[config.mk]
export PLATFORM = sky130hd
export DESIGN_NAME = alu_request_arbiter
export DESIGN_NICKNAME = d
export VERILOG_FILES = /design/src/rtl/alu_request_arbiter.sv
export SDC_FILE = /design/constraint.sdc
export NUM_CORES = 1
export LEC_CHECK = 0
export ABC_AREA = 0
export BUFFER_PORTS_ARGS = -buffer_cell sky130_fd_sc_hd__buf_4
export CORE_ASPECT_RATIO = 0.7
export CORE_MARGIN = 3
export CORE_UTILIZATION = 41
export CTS_BUF_LIST = sky130_fd_sc_hd__clkbuf_16
export DETAILED_ROUTE_END_ITERATION = 8
export PLACE_DENSITY = 0.83
export SYNTH_ARGS = -nofsm -noshare
export SYNTH_HDL_FRONTEND = slang
export SYNTH_SLANG_ARGS = --single-unit
[constraint.sdc]
create_clock -name clk -period 3 [get_ports clk]
set_clock_uncertainty 0.15 [all_clocks]
set_input_delay 0.15 -clock clk [delete_from_list [all_inputs] [get_ports clk]]
set_output_delay 0.15 -clock clk [all_outputs]
set_load 0.05 [all_outputs]
[src/rtl/alu_request_arbiter.sv]
// alu_request_arbiter: two requesters share one external combinational ALU.
// At most one request is granted per cycle; the ALU result is captured into a
// per-requester response slot on the granting edge (1-cycle latency) and held
// until the requester consumes it.
// Build option: define ALU_ARB_ROUND_ROBIN_EN for a 1-bit round-robin tie
// breaker; without it requester 0 always wins a tie (fixed priority).
module alu_request_arbiter #(
    parameter int N = 4
) (
    input  logic         clk,
    input  logic         reset,
    // request side
    input  logic [1:0]   req_valid,
    output logic [1:0]   req_ready,
    input  logic [N-1:0] req_a0,
    input  logic [N-1:0] req_b0,
    input  logic [N-1:0] req_a1,
    input  logic [N-1:0] req_b1,
    input  logic [3:0]   req_op0,
    input  logic [3:0]   req_op1,
    // response side
    output logic [1:0]   rsp_valid,
    input  logic [1:0]   rsp_ready,
    output logic [N-1:0] rsp_out0,
    output logic [N-1:0] rsp_out1,
    output logic [3:0]   rsp_flags0,
    output logic [3:0]   rsp_flags1,
    // shared ALU
    output logic [N-1:0] alu_a,
    output logic [N-1:0] alu_b,
    output logic [3:0]   alu_control,
    input  logic [N-1:0] alu_out,
    input  logic         alu_negative,
    input  logic         alu_zero,
    input  logic         alu_carry,
    input  logic         alu_overflow
);

    // Per-requester views of the operand buses so slots can be generated.
    logic [N-1:0] op_a     [2];
    logic [N-1:0] op_b     [2];
    logic [3:0]   op_ctl   [2];
    logic [N-1:0] slot_out [2];
    logic [3:0]   slot_flg [2];

    logic [1:0]   slot_valid;
    logic [1:0]   slot_free;
    logic [1:0]   eligible;
    logic [1:0]   grant;
    logic         tie_to_one;
    logic [3:0]   alu_flags;

    assign op_a[0]   = req_a0;
    assign op_a[1]   = req_a1;
    assign op_b[0]   = req_b0;
    assign op_b[1]   = req_b1;
    assign op_ctl[0] = req_op0;
    assign op_ctl[1] = req_op1;

    // Flag packing order: {negative, zero, carry_out, overflow}.
    assign alu_flags = {alu_negative, alu_zero, alu_carry, alu_overflow};

    // A slot can take a new result if it is empty or is being drained now.
    assign slot_free = ~slot_valid | rsp_ready;
    assign eligible  = req_valid & slot_free;

`ifdef ALU_ARB_ROUND_ROBIN_EN
    // Tie breaker: 0 favours requester 0, 1 favours requester 1.
    logic prio_q;
    logic prio_d;

    // Pointer moves only on a grant, to the requester that was not served.
    always_comb begin
        prio_d = prio_q;
        if (grant != 2'b00) begin
            prio_d = grant[0];
        end
    end

    // Pointer register; cold start favours requester 0.
    always_ff @(posedge clk) begin
        if (reset) begin
            prio_q <= 1'b0;
        end else begin
            prio_q <= prio_d;
        end
    end

    assign tie_to_one = prio_q;
`else
    // Fixed priority: requester 0 always wins a tie.
    assign tie_to_one = 1'b0;
`endif

    // Grant selection: single eligible requester wins, ties go to the pointer.
    always_comb begin
        grant = 2'b00;
        if (!reset) begin
            case (eligible)
                2'b01:   grant = 2'b01;
                2'b10:   grant = 2'b10;
                2'b11:   grant = tie_to_one ? 2'b10 : 2'b01;
                default: grant = 2'b00;
            endcase
        end
    end

    assign req_ready = grant;

    // Route the granted requester onto the ALU; idle cycles drive zeros.
    always_comb begin
        alu_a       = '0;
        alu_b       = '0;
        alu_control = 4'd0;
        if (grant[0]) begin
            alu_a       = op_a[0];
            alu_b       = op_b[0];
            alu_control = op_ctl[0];
        end else if (grant[1]) begin
            alu_a       = op_a[1];
            alu_b       = op_b[1];
            alu_control = op_ctl[1];
        end
    end

    // One response slot per requester.
    generate
        for (genvar gi = 0; gi < 2; gi++) begin : g_slot
            logic         valid_q;
            logic         valid_d;
            logic [N-1:0] out_q;
            logic [N-1:0] out_d;
            logic [3:0]   flags_q;
            logic [3:0]   flags_d;

            // A grant reloads the slot (even while it drains); a drain alone empties it.
            always_comb begin
                valid_d = valid_q;
                out_d   = out_q;
                flags_d = flags_q;
                if (grant[gi]) begin
                    valid_d = 1'b1;
                    out_d   = alu_out;
                    flags_d = alu_flags;
                end else if (valid_q && rsp_ready[gi]) begin
                    valid_d = 1'b0;
                end
            end

            // Slot registers; reset discards any held result.
            always_ff @(posedge clk) begin
                if (reset) begin
                    valid_q <= 1'b0;
                    out_q   <= '0;
                    flags_q <= 4'd0;
                end else begin
                    valid_q <= valid_d;
                    out_q   <= out_d;
                    flags_q <= flags_d;
                end
            end

            assign slot_valid[gi] = valid_q;
            assign slot_out[gi]   = out_q;
            assign slot_flg[gi]   = flags_q;
        end
    endgenerate

    assign rsp_valid  = slot_valid;
    assign rsp_out0   = slot_out[0];
    assign rsp_out1   = slot_out[1];
    assign rsp_flags0 = slot_flg[0];
    assign rsp_flags1 = slot_flg[1];

endmodule

==> results of run 1 <==
==> path summary, 6_finish.rpt <==
kind / cells after the start / slack, ps / start / endpoint
worst max-delay path: 5 / 800 / g_slot[0].valid_q / alu_control[1]
worst min-delay path: 2 / 5 / alu_negative / rsp_flags1[3]
worst max register to register: 3 / 1320 / g_slot[0].valid_q / rsp_flags1[3]
worst min register to register: 2 / 330 / rsp_out0[0] / rsp_out0[0]
==> layout by cell type (no fill, tap or decap) <==
cell,instances
inv_1,1
nand2b_1,2
clkbuf_16,3
mux2_2,8
inv_4,2
nand3_1,8
a21oi_1,10
a32o_1,12
dlygate4sd3_1,6
buf_4,69
nor2b_1,8
nor2_1,1
o2111ai_4,1
nor2b_2,1
dfxtp_1,18
o21ai_0,8
clkinv_1,1
nor3_1,1
==> final cells by class <==
cell class / count / area (µm²) / share of cell area [%]
Multi-Input combinational cell: 60 / 447 / 29.4
Clock inverter: 1 / 3.75 / 0.247
Timing Repair Buffer: 75 / 578 / 38.1
Inverter: 3 / 16.3 / 1.07
Tap cell: 30 / 37.5 / 2.47
Clock buffer: 3 / 75.1 / 4.95
Sequential cell: 18 / 360 / 23.7
==> critical path: cells and delay by family (launching register included) <==
kind | cells | cell delay, ps
compound gates | 2 | 460
simple gates | 1 | 410
flops | 1 | 340
buf+inv | 2 | 420
==> metrics by stage <==
step	hold WS, ps	util (%)
final	4.74	77.1
after floorplan	145	-
after detailed placement	244	70.1
after CTS	9.91	77.1
after global placement	239	70.1
after global routing	8.42	77.1
==> flip-flops by register name, summed over array words and instances (netlist names) <==
name	cells
rsp_out0	4
rsp_flags1	4
rsp_flags0	4
rsp_out1	4
g_slot.valid_q	2
==> power breakdown <==
part	leakage (µW)	internal [µW]	switching, µW
combinational	0.000519	93.2	149
clock	0.0000385	177	88.5
sequential	0.000148	254	7.52
total	0.000705	525	245
==> layer usage <==
layer | part of all wire, % | up-vias
met2 | 50 | 37
met5 | 0 | -
met3 | 6.4 | 0
li1 | - | 474
met4 | 0 | 0
met1 | 44 | 459
==> what timing repair did <==
item	4_1_cts	5_1_grt
endpoints found under the hold margin	6	0
hold buffers	6	0
setup endpoints to repair	0	0
==> kinds of logic (layout without fill, tap and decap cells) <==
kind of cell           count (synthesis)  count (layout)
AOI/OAI and AO/OA                     31              31
buffers and inverters                 16              82
DFF                                   18              18
muxes                                  8               8
and+or+nand+nor                       21              21
==> impl_metrics.ini, run 1 <==
[detailed_routing]
wire_per_inst_um = 15.5
drt_iter0_drc = 43
drc = 0
vias = 970
antenna_left = 0
via_per_inst = 5.11
dr.pass1.iters = 4
finalWirelength_mm = 2.95

[synthesis]
synth_area_um2 = 905
ys_types = 19
yosysSeqAreaShare_pct = 39.8
synth-seq-cells = 18
synth_top_cell_area_share_pct = 39.8
synthMuxAreaShare_pct = 9.96
avgSynthCellArea_um2 = 9.62
yosys.cell_count.top_type = dfxtp_1
synth-async-reset-ratio_pct = 0
synth_top_family_by_area = compound AO/OA/AOI/OAI gates
synth_xor_area_share_pct = 0
yosys_most_used_dff = dfxtp_1
synth_cells = 94
syn-num-nets = 132
synth_edf_count = 0
synth_compound_area_share_pct = 26.1
netlist_top_cells_count = dfxtp_1, a32o_1, a21oi_1
synth_top_area_cell = dfxtp_1
synthAdderAreaFrac_pct = 0
yosysWarnings = 0
synth_area_leaders = dfxtp_1, a32o_1, mux2_2, a21oi_1, nor2b_1
synthSimpleGateAreaFrac_pct = 13.3

[cells_and_area]
areaGrowthSynthToFinish_pct = 67.8
layout-drive-gt1-share_pct = 52.5
nets = 199
fill_cells = 134
fin_cells = 190
diodes = 0
design_area_um2 = 1520

[global_routing]
gr-total-overflow = 0
antenna_found_initial = 0
grt_pass1_wl_mm = 4.44
use_met2_pct = 33.5
grtUsageMet3_pct = 6.72
use_met1_pct = 26.8
top_usage_layer = met2
grt_max_degree = 21
track_usage_pct = 20.3
grt_pass1_vias = 920

[worst_setup_path]
worstPathCellList = nor2b_2, o2111ai_4, inv_4, a32o_1, buf_4
slowest_delay_ps = 410
critPathKind = flop to output port
critPathArrivalTime_ps = 1900
critPathMaxFanout = 13
cp.required_ps = 2700
worst_setup_path_end_kind = output port
slowest_stage = nor2b_2
setup.worst_path.start_class = flop

[power]
finalPower_uw = 769
peakVddDrop_mv = 0.366
leakage_uw = 0.000705
cellPowerDensity_nw_per_um2 = 507

[timing]
slew_headroom_pct = 50.5
finalCriticalPeriod_ps = 2200
timing.final.crit_share_pct = 73.3
hold_viol_final = 0
rsz0062_at_grt = false
max_clock_freq_mhz = 455
worst_pin_slew_ps = 739
drv_slew = 0
setup_viol = 0
finalWorstSetupSlack_ps = 802
tns_ps = 0

[placement]
portBuffers = 69
hpwl_mm = 2.18
place_ws_ps = 1080
gp_congestion = 0.727
dp.cells = 180
placed_cell_area_um2 = 1380

[floorplanning]
fp-row-count = 13
placeableCoreArea_um2 = 1970
die-area_um2 = 2810
die_h_um = 45.3
initial_utilization_pct = 46.0
die_width_um = 62.1
io_pins = 70

[clocking]
cts_resized = 0
numCtsBuffers = 3
clock_latency_ps = 250
clockBufferDepth = 2
h-tree-depth = 1
path_clk_slew_ps = 50
clock-root-buffer = clkbuf_16
clock_sinks = 18
cts_tree = yes
post_cts_buffers = 0

[run]
cap_violations = 0

[run_status]
status = complete, no violations

[min_path]
min_path_type = input pin to flop
Note: power is estimated with default switching activity, not from simulation.
==> run 2, diff against run 1 <==
--- a/config.mk
+++ b/config.mk
@@ -9,10 +9,10 @@
 export BUFFER_PORTS_ARGS = -buffer_cell sky130_fd_sc_hd__buf_4
 export CORE_ASPECT_RATIO = 0.7
 export CORE_MARGIN = 3
-export CORE_UTILIZATION = 41
+export CORE_UTILIZATION = 38
 export CTS_BUF_LIST = sky130_fd_sc_hd__clkbuf_16
 export DETAILED_ROUTE_END_ITERATION = 8
-export PLACE_DENSITY = 0.83
+export PLACE_DENSITY = 0.77
 export SYNTH_ARGS = -nofsm -noshare
 export SYNTH_HDL_FRONTEND = slang
 export SYNTH_SLANG_ARGS = --single-unit
==> constraint.sdc (replaced) <==
create_clock -name clk -period 2.2 [get_ports clk]
set_clock_uncertainty 0.15 [all_clocks]
set_input_delay 0.11 -clock clk [delete_from_list [all_inputs] [get_ports clk]]
set_output_delay 0.11 -clock clk [all_outputs]
set_load 0.05 [all_outputs]
==> run 2 against run 1 <==
Against the previous run: worst hold slack better by 24 ps; first-iteration DRC count down 26%; die area up 7.0%; final area up 2.7%; sequential power up 36%; via count up 4.0%; critical endpoint is now alu_a[0].
==> impl_metrics.ini, run 2 (synthesized netlist as in run 1, its figures left out) <==
[cells_and_area]
layout-drive-gt1-share_pct = 53.0
fill_cells = 173
seqCellArea_um2 = 360
layout_common_cells = buf_4, dfxtp_1, a32o_1
diodes = 0
multiInputGateArea_um2 = 447
final_common_cell = buf_4
nets = 204
areaGrowthSynthToFinish_pct = 72.3

[global_routing]
antenna_found_initial = 0
track_usage_pct = 20.0
grt_max_degree = 21
grt_pass1_wl_mm = 4.62
gr-total-overflow = 0
grt_pass1_vias = 928

[worst_setup_path]
critPathArrivalTime_ps = 1730
worst_setup_path_end_kind = output port
critPathMaxFanout = 13
setup.worst_path.start_class = flop
critPathKind = flop to output port
cp.required_ps = 1940

[placement]
place_ws_ps = 477
gp_congestion = 0.687
portBuffers = 69
hpwl_mm = 2.30

[floorplanning]
placeableCoreArea_um2 = 2210
io_pins = 70
die_width_um = 64.3
die_h_um = 46.8
initial_utilization_pct = 41.0
die-area_um2 = 3010
fp-row-count = 14

[timing]
max_clock_freq_mhz = 503
worst_pin_slew_ps = 445
drv_slew = 0
slew_headroom_pct = 70.3
finalWorstSetupSlack_ps = 212
setup_viol = 0
rsz0062_at_grt = false
timing.final.crit_share_pct = 90.4
tns_ps = 0
finalCriticalPeriod_ps = 1990
whs_ps = 28.4
hold_viol_final = 0

[detailed_routing]
vias = 1009
wire_per_inst_um = 15.3
via_per_inst = 5.15
drc = 0
antenna_left = 0
drt_iter0_drc = 32
dr.pass1.iters = 4
finalWirelength_mm = 3.01

[clocking]
path_clk_slew_ps = 50
clockBufferDepth = 2
h-tree-depth = 1
post_cts_buffers = 0
cts_tree = yes
numCtsBuffers = 3
clock_sinks = 18
cts_hold_buf = 8
cts_resized = 0
clock-root-buffer = clkbuf_16
clock_latency_ps = 240

[min_path]
min_path_type = input pin to flop

[power]
peakVddDrop_mv = 0.663
leakage_uw = 0.000727
cellPowerDensity_nw_per_um2 = 671

[run_status]
status = complete, no violations

[run]
cap_violations = 0
## run 2: cell count changes in the layout (fill, tap and decap cells not counted), sizes merged
cell / previous run / this run
dlygate4sd3: 6 / 8
buf: 69 / 72
clkinv: 1 / 0
## run 2: cell type report
type,instances,share of cell area (%)
flip-flops and latches,18,23.1
repair buffers,80,39.8
clock buffers,3,4.82
inverters,3,1.04
well taps,32,2.57
multi-input cells,60,28.7
## run 2: per-stage QoR
step           utilization, %  power (µW)  std cells  area, µm²
4_1_cts                  70.6        1050        196       1560
5_1_grt                  70.6        1100        196       1560
6_report                 70.6        1050        196       1560
3_5_place_dp             63.6         687        185       1400
2_1_floorplan               -         570         94        905
3_3_place_gp             63.6         683        185       1400
## run 2: worst paths after layout
path | startpoint | depth (start not counted) | to | slack [ps]
setup / recovery | g_slot[0].valid_q | 5 | alu_a[0] | 210
hold / removal | reset | 2 | rsp_out0[1] | 30
setup reg to reg | g_slot[0].valid_q | 3 | rsp_flags1[3] | 660
hold reg to reg | rsp_out0[3] | 2 | rsp_out0[3] | 330
## run 2: report_power, final
group / internal, µW / switching [µW]
clock: 239 / 114
combinational: 133 / 204
sequential: 347 / 9.43
## run 2: per-layer routing
layer	track usage [%]	share of wire, %	vias up
li1	-	-	485
met1	26.0	41	489
met2	35.5	53	35
met3	5.50	5.7	0
met4	1.68	0	0
met5	0	0	-
## run 2: worst max-delay path: stages, from the launching register on
cell,delay [ps]
dfxtp_1,310
nor2b_2,180
o2111ai_4,400
inv_4,140
a32o_1,260
buf_4,190
